`src/rtl/cordic_job_scheduler_if.sv`:
```
// Requester, response and CORDIC-core signals of the job scheduler.
// slave = scheduler side; master = requesters plus core.
interface cordic_job_scheduler_if;
  logic [1:0]  req_valid;
  logic [1:0]  req_ready;
  logic [1:0]  req_cos;
  logic [31:0] req_angle0;
  logic [31:0] req_angle1;
  logic [1:0]  rsp_valid;
  logic [31:0] rsp_data;
  logic        rsp_err;
  logic        busy;
  logic        core_start;
  logic        core_cos;
  logic [31:0] core_angle;
  logic        core_done;
  logic [31:0] core_result;

  modport slave (
    input  req_valid, req_cos, req_angle0, req_angle1, core_done, core_result,
    output req_ready, rsp_valid, rsp_data, rsp_err, busy, core_start, core_cos, core_angle
  );

  modport master (
    output req_valid, req_cos, req_angle0, req_angle1, core_done, core_result,
    input  req_ready, rsp_valid, rsp_data, rsp_err, busy, core_start, core_cos, core_angle
  );
endinterface

```
`src/rtl/cordic_job_scheduler.sv`:
```
// Round-robin two-port front end for the shared CORDIC core: issue, watchdog-bounded
// wait, and a one-cycle response to the requester that owns the job.
module cordic_job_scheduler #(
  parameter int TIMEOUT = 64
) (
  input  logic                   clk,
  input  logic                   rst_n,
  cordic_job_scheduler_if.slave  bus
);
  localparam int CW = $clog2(TIMEOUT);

  typedef enum logic [1:0] {IDLE, ISSUE, WAIT, RESP} state_e;

  state_e        state_q;
  logic [CW-1:0] cnt_q;
  logic          owner_q;
  logic          last_q;
  logic          core_start_q;
  logic          core_cos_q;
  logic [31:0]   core_angle_q;
  logic [1:0]    rsp_valid_q;
  logic [31:0]   rsp_data_q;
  logic          rsp_err_q;
  logic          busy_q;

  logic          grant_d;
  logic [1:0]    ready_d;
  logic          hs_d;

  // On contention the requester that did not win last time gets the core.
  always_comb begin
    grant_d = bus.req_valid[1];
    if (bus.req_valid == 2'b11) grant_d = ~last_q;
    ready_d = 2'b00;
    if (state_q == IDLE && |bus.req_valid) ready_d = grant_d ? 2'b10 : 2'b01;
    hs_d = |(bus.req_valid & ready_d);
  end

  always_ff @(posedge clk or negedge rst_n) begin
    if (!rst_n) begin
      state_q      <= IDLE;
      cnt_q        <= '0;
      owner_q      <= 1'b0;
      last_q       <= 1'b1;
      core_start_q <= 1'b0;
      core_cos_q   <= 1'b0;
      core_angle_q <= '0;
      rsp_valid_q  <= 2'b00;
      rsp_data_q   <= '0;
      rsp_err_q    <= 1'b0;
      busy_q       <= 1'b0;
    end else begin
      case (state_q)
        IDLE: begin
          if (hs_d) begin
            core_angle_q <= grant_d ? bus.req_angle1 : bus.req_angle0;
            core_cos_q   <= bus.req_cos[grant_d];
            owner_q      <= grant_d;
            last_q       <= grant_d;
            core_start_q <= 1'b1;
            busy_q       <= 1'b1;
            state_q      <= ISSUE;
          end
        end
        ISSUE: begin
          core_start_q <= 1'b0;
          cnt_q        <= '0;
          state_q      <= WAIT;
        end
        WAIT: begin
          // A done arriving on the last watchdog cycle still counts as success.
          if (bus.core_done) begin
            rsp_data_q  <= bus.core_result;
            rsp_err_q   <= 1'b0;
            rsp_valid_q <= owner_q ? 2'b10 : 2'b01;
            state_q     <= RESP;
          end else if (cnt_q == CW'(TIMEOUT - 1)) begin
            rsp_data_q  <= '0;
            rsp_err_q   <= 1'b1;
            rsp_valid_q <= owner_q ? 2'b10 : 2'b01;
            state_q     <= RESP;
          end else begin
            cnt_q <= cnt_q + 1'b1;
          end
        end
        RESP: begin
          rsp_valid_q <= 2'b00;
          busy_q      <= 1'b0;
          state_q     <= IDLE;
        end
        default: state_q <= IDLE;
      endcase
    end
  end

  assign bus.req_ready  = ready_d;
  assign bus.core_start = core_start_q;
  assign bus.core_cos   = core_cos_q;
  assign bus.core_angle = core_angle_q;
  assign bus.rsp_valid  = rsp_valid_q;
  assign bus.rsp_data   = rsp_data_q;
  assign bus.rsp_err    = rsp_err_q;
  assign bus.busy       = busy_q;
endmodule

```
`src/flat_wrapper.sv`:
```
// flat-port wrapper written by rule: the top's interface ports become plain ports
module cordic_job_scheduler_flat 
#(
  parameter int TIMEOUT = 64
)
  (clk, rst_n, bus_req_valid, bus_req_cos, bus_req_angle0, bus_req_angle1, bus_core_done, bus_core_result, bus_req_ready, bus_rsp_valid, bus_rsp_data, bus_rsp_err, bus_busy, bus_core_start, bus_core_cos, bus_core_angle);
  cordic_job_scheduler_if bus_i ();
  input  logic clk;
  input  logic rst_n;
  input wire logic [$bits(bus_i.req_valid)-1:0] bus_req_valid;
  input wire logic [$bits(bus_i.req_cos)-1:0] bus_req_cos;
  input wire logic [$bits(bus_i.req_angle0)-1:0] bus_req_angle0;
  input wire logic [$bits(bus_i.req_angle1)-1:0] bus_req_angle1;
  input wire logic [$bits(bus_i.core_done)-1:0] bus_core_done;
  input wire logic [$bits(bus_i.core_result)-1:0] bus_core_result;
  output wire logic [$bits(bus_i.req_ready)-1:0] bus_req_ready;
  output wire logic [$bits(bus_i.rsp_valid)-1:0] bus_rsp_valid;
  output wire logic [$bits(bus_i.rsp_data)-1:0] bus_rsp_data;
  output wire logic [$bits(bus_i.rsp_err)-1:0] bus_rsp_err;
  output wire logic [$bits(bus_i.busy)-1:0] bus_busy;
  output wire logic [$bits(bus_i.core_start)-1:0] bus_core_start;
  output wire logic [$bits(bus_i.core_cos)-1:0] bus_core_cos;
  output wire logic [$bits(bus_i.core_angle)-1:0] bus_core_angle;
  assign bus_i.req_valid = bus_req_valid;
  assign bus_i.req_cos = bus_req_cos;
  assign bus_i.req_angle0 = bus_req_angle0;
  assign bus_i.req_angle1 = bus_req_angle1;
  assign bus_i.core_done = bus_core_done;
  assign bus_i.core_result = bus_core_result;
  assign bus_req_ready = bus_i.req_ready;
  assign bus_rsp_valid = bus_i.rsp_valid;
  assign bus_rsp_data = bus_i.rsp_data;
  assign bus_rsp_err = bus_i.rsp_err;
  assign bus_busy = bus_i.busy;
  assign bus_core_start = bus_i.core_start;
  assign bus_core_cos = bus_i.core_cos;
  assign bus_core_angle = bus_i.core_angle;
  cordic_job_scheduler #(.TIMEOUT(TIMEOUT)) u_core (.clk(clk), .rst_n(rst_n), .bus(bus_i));
endmodule
```
`config.mk`:
```
export PLATFORM = sky130hd
export DESIGN_NAME = cordic_job_scheduler_flat
export DESIGN_NICKNAME = d
export VERILOG_FILES = /design/src/rtl/cordic_job_scheduler_if.sv /design/src/rtl/cordic_job_scheduler.sv /design/src/flat_wrapper.sv
export SDC_FILE = /design/constraint.sdc
export NUM_CORES = 1
export LEC_CHECK = 0
export BUFFER_PORTS_ARGS = -buffer_cell sky130_fd_sc_hd__buf_4
export CORE_AREA = 2 2 86 88
export CTS_BUF_LIST = sky130_fd_sc_hd__clkbuf_4
export DETAILED_ROUTE_END_ITERATION = 10
export DIE_AREA = 0 0 88 90
export PLACE_DENSITY = 0.87
export SETUP_SLACK_MARGIN = 0.02
export SYNTH_ARGS = -nofsm -noshare
export SYNTH_HDL_FRONTEND = slang
export SYNTH_SLANG_ARGS = --single-unit
```
`constraint.sdc`:
```
create_clock -name clk -period 3.3 [get_ports clk]
set_input_delay 0.165 -clock clk [delete_from_list [all_inputs] [get_ports clk]]
set_output_delay 0.165 -clock clk [all_outputs]
set_load 0.02 [all_outputs]
```
==> impl_metrics.ini <==
[timing]
hold_violations = 0
fin_ws_ns = 0.515
setup_viol = 0
fin_skew_ns = 0.0200
setup_tns_ns = 0
fin_crit_ns = 2.79
slew_headroom_pct = 28.5
final.period_utilization_pct = 84.4
worst_pin_slew_ns = 1.07
slew_violations = 0
max_freq_mhz = 359
worst_hold_slack_ns = 0.0251
rsz0062_at_grt = false

[cts]
ctsHtreeMaxLevel = 3
cts.repair.resized = 0
cts_root_buf = clkbuf_4
clk_latency_ns = 0.41
cts_tree = built
path_clk_slew_ns = 0.12
cts.sinks = 80
ctsHoldBuffers = 97
cts_setup_buffers = 0
clockBufferDepth = 2
numCtsBuffers = 9

[power]
power.leakage_nw = 2.94
powerDensity_nw_per_um2 = 870
fin_total_pwr_w = 0.00514
irDropWorstVdd_mv = 0.608

[grt]
antenna_found_initial = 2
grt_pass1_vias = 4046
grt_pass1_wl_mm = 20.8
grt_use_total_pct = 34.1
overflow = 0
grt_max_degree = 81

[final_layout]
seqCellArea_sq_um = 2000
multi_input_area_sq_um = 1210
areaGrowthSynthToFinish_pct = 68.3
fill_cells = 323
layout.cells.non_filler = 700
final_net_count = 703
drive_gt1_share_pct = 33.9

[synth]
synth_fp_nets = 439
netlist_instances = 330
yosys.area.top_type = dfrtp_1
synth-edff-count = 0
syn_area_sq_um = 3510
synth-async-reset-ratio_pct = 100
yosys_warnings = 0
synth_top_cell_area_share_pct = 56.3
synth_top_flop_cell = dfrtp_1
postSynthAreaPerCell_sq_um = 10.6
ys_seq_area_share_pct = 57.0
synth-seq-cells = 80
synth_area_leaders = dfrtp_1 (56%), a222oi_1 (9.4%), nand2_1 (7.7%)
synth.distinct_cells = 40

[routing]
wl_met1_mm = 4.56
met3_length_um = 875
via_per_inst = 5.60
routed_wl_mm = 13.4
postRouteAntennaNets = 0
wl_per_cell_um = 19.1
vias = 3922
routed-wl-met2_mm = 7.18
drc = 0
dr.pass1.iters = 7
drtIter0Drc = 565
dr.max_layer_used = met4

[worst_setup_path]
worst_setup_path_start_kind = flip-flop
critPathMaxFanout = 34
timing.rr.end = u_core.bus.core_angle[24]
rr_startpoint = u_core.state_q[0]
rrSetupSlack_ns = 0.51
cp.arrival_ns = 3.14
worstPathRequired_ns = 3.65
r2r_cells = 7
crit_type = flip-flop to flip-flop
end_kind = flip-flop

[hold_path]
hold_path_end = u_core.bus.core_angle[19]
worstHoldStart = bus_req_angle0[19]
hold_path.class = input port to flip-flop
hold_depth = 3

[floorplan]
floorplan.initialDensity_pct = 50.0
fp.dieH_um = 90
io_pins = 175
fp-row-count = 31
dieArea_sq_um = 7920
die_w_um = 88
core_sq_um = 7020

[outcome]
status = complete, no violations

[placed_design]
dp_cells = 585
dp_hpwl_mm = 6.83
gp_congestion = 0.805
dpl_worst_slack_ns = 1.02
portBuffers = 174

[flow_run]
maxCapViolCount = 0
==> state kept, by name (all words and copies together) (netlist names) <==
name and count:
u_core.bus.busy 1, u_core.bus.core_angle 32, u_core.bus.core_cos 1, u_core.bus.core_start 1, u_core.bus.rsp_data 32, u_core.bus.rsp_err 1
u_core.bus.rsp_valid 2, u_core.cnt_q 6, u_core.last_q 1, u_core.owner_q 1, u_core.state_q 2
==> report_power, final <==
group / total [W] / internal (W) / leakage [nW] / switching [W]
clock network: 0.000573 / 0.000235 / 0.0637 / 0.000338
registers: 0.00173 / 0.00142 / 1.00 / 0.000306
logic: 0.00285 / 0.00133 / 1.88 / 0.00151
total: 0.00514 / 0.00299 / 2.94 / 0.00216
==> metrics by stage <==
| step | area (sq um) | util [%] |
|---|---|---|
| 3_5_place_dp | 4800 | 68.4 |
| 5_1_grt | 5910 | 84.2 |
| 6_report | 5910 | 84.2 |
| 4_1_cts | 5910 | 84.1 |
| 2_1_floorplan | 3510 | - |
| 3_3_place_gp | 4800 | 68.4 |
==> synth_stat cells, types with 5 or more instances <==
master and n:
a222oi_1 33, inv_1 37, o21ai_0 34, nor2_1 6, dfrtp_1 79, ha_1 6
a21oi_1 5, nand2_1 72, buf_6 9, clkbuf_1 5
==> worst max-delay path by stage <==
stage | cells past startpoint | from | end | slack, ns
5_1_grt | 7 | u_core.state_q[0] | u_core.bus.core_angle[24] | 0.37
4_1_cts | 7 | u_core.state_q[0] | u_core.bus.core_angle[23] | 0.69
3_3_place_gp | 5 | u_core.state_q[0] | u_core.bus.rsp_data[10] | 1.20
2_1_floorplan | 5 | u_core.cnt_q[0] | u_core.state_q[1] | 1.73
3_5_place_dp | 5 | u_core.state_q[0] | u_core.bus.rsp_data[29] | 1.02
6_report | 7 | u_core.state_q[0] | u_core.bus.core_angle[24] | 0.51
==> per-layer routing <==
metal	up-vias	global-route usage (%)
met4	0	20.0
met5	-	0
met1	1896	37.5
met3	72	5.97
met2	259	60.1
li1	1695	-
==> layout make-up <==
class / count / share of cell area, %
clock inverter: 6 / 1.02
timing repair buffer: 273 / 38.8
antenna: 2 / 0.0847
inverter: 37 / 2.35
multi-input combinational: 193 / 20.5
sequential: 80 / 33.9
tap: 99 / 2.10
clock buffer: 10 / 1.27
==> cell usage in the layout (no fill, tap or decap), drive strengths merged, types with 2 or more instances in the layout <==
cell type / netlist / layout
ha: 6 / 6
buf: 15 / 176
a21o: 2 / 2
a21oi: 7 / 7
nor2b: 3 / 3
o21a: 2 / 2
a222oi: 33 / 33
diode: 0 / 2
o21ai: 35 / 35
inv: 37 / 37
dlygate4sd3: 0 / 97
and2: 3 / 3
nand3: 3 / 3
a41oi: 2 / 2
nor2: 7 / 7
nand2: 73 / 73
clkinv: 0 / 2
clkinvlp: 0 / 3
nor3: 3 / 3
clkbuf: 5 / 10
dfrtp: 79 / 79
==> critical path, stage by stage (launching register included) <==
cell	delay, ns
dfrtp_1	0.44
inv_1	0.13
ha_1	0.27
nand2_1	0.12
a21oi_4	0.73
a222oi_1	0.29
dlygate4sd3_1	0.66
inv_1	0.07
==> cells by family (layout without fill, tap and decap cells) <==
group                      Yosys count  count (layout)  share of synthesized area (%)
AOI/OAI and AO/OA                   88              88                           19.9
xor gates and xnor gates             1               1                          0.249
adders and majority gates            6               6                           2.14
buffers and inverters               57             326                           8.44
DFF                                 80              80                           57.0
muxes                                1               1                          0.427
other                                0               2                              0
and+or+nand+nor                     97              97                           11.9
No activity file was read; power rests on OpenSTA's default activity.
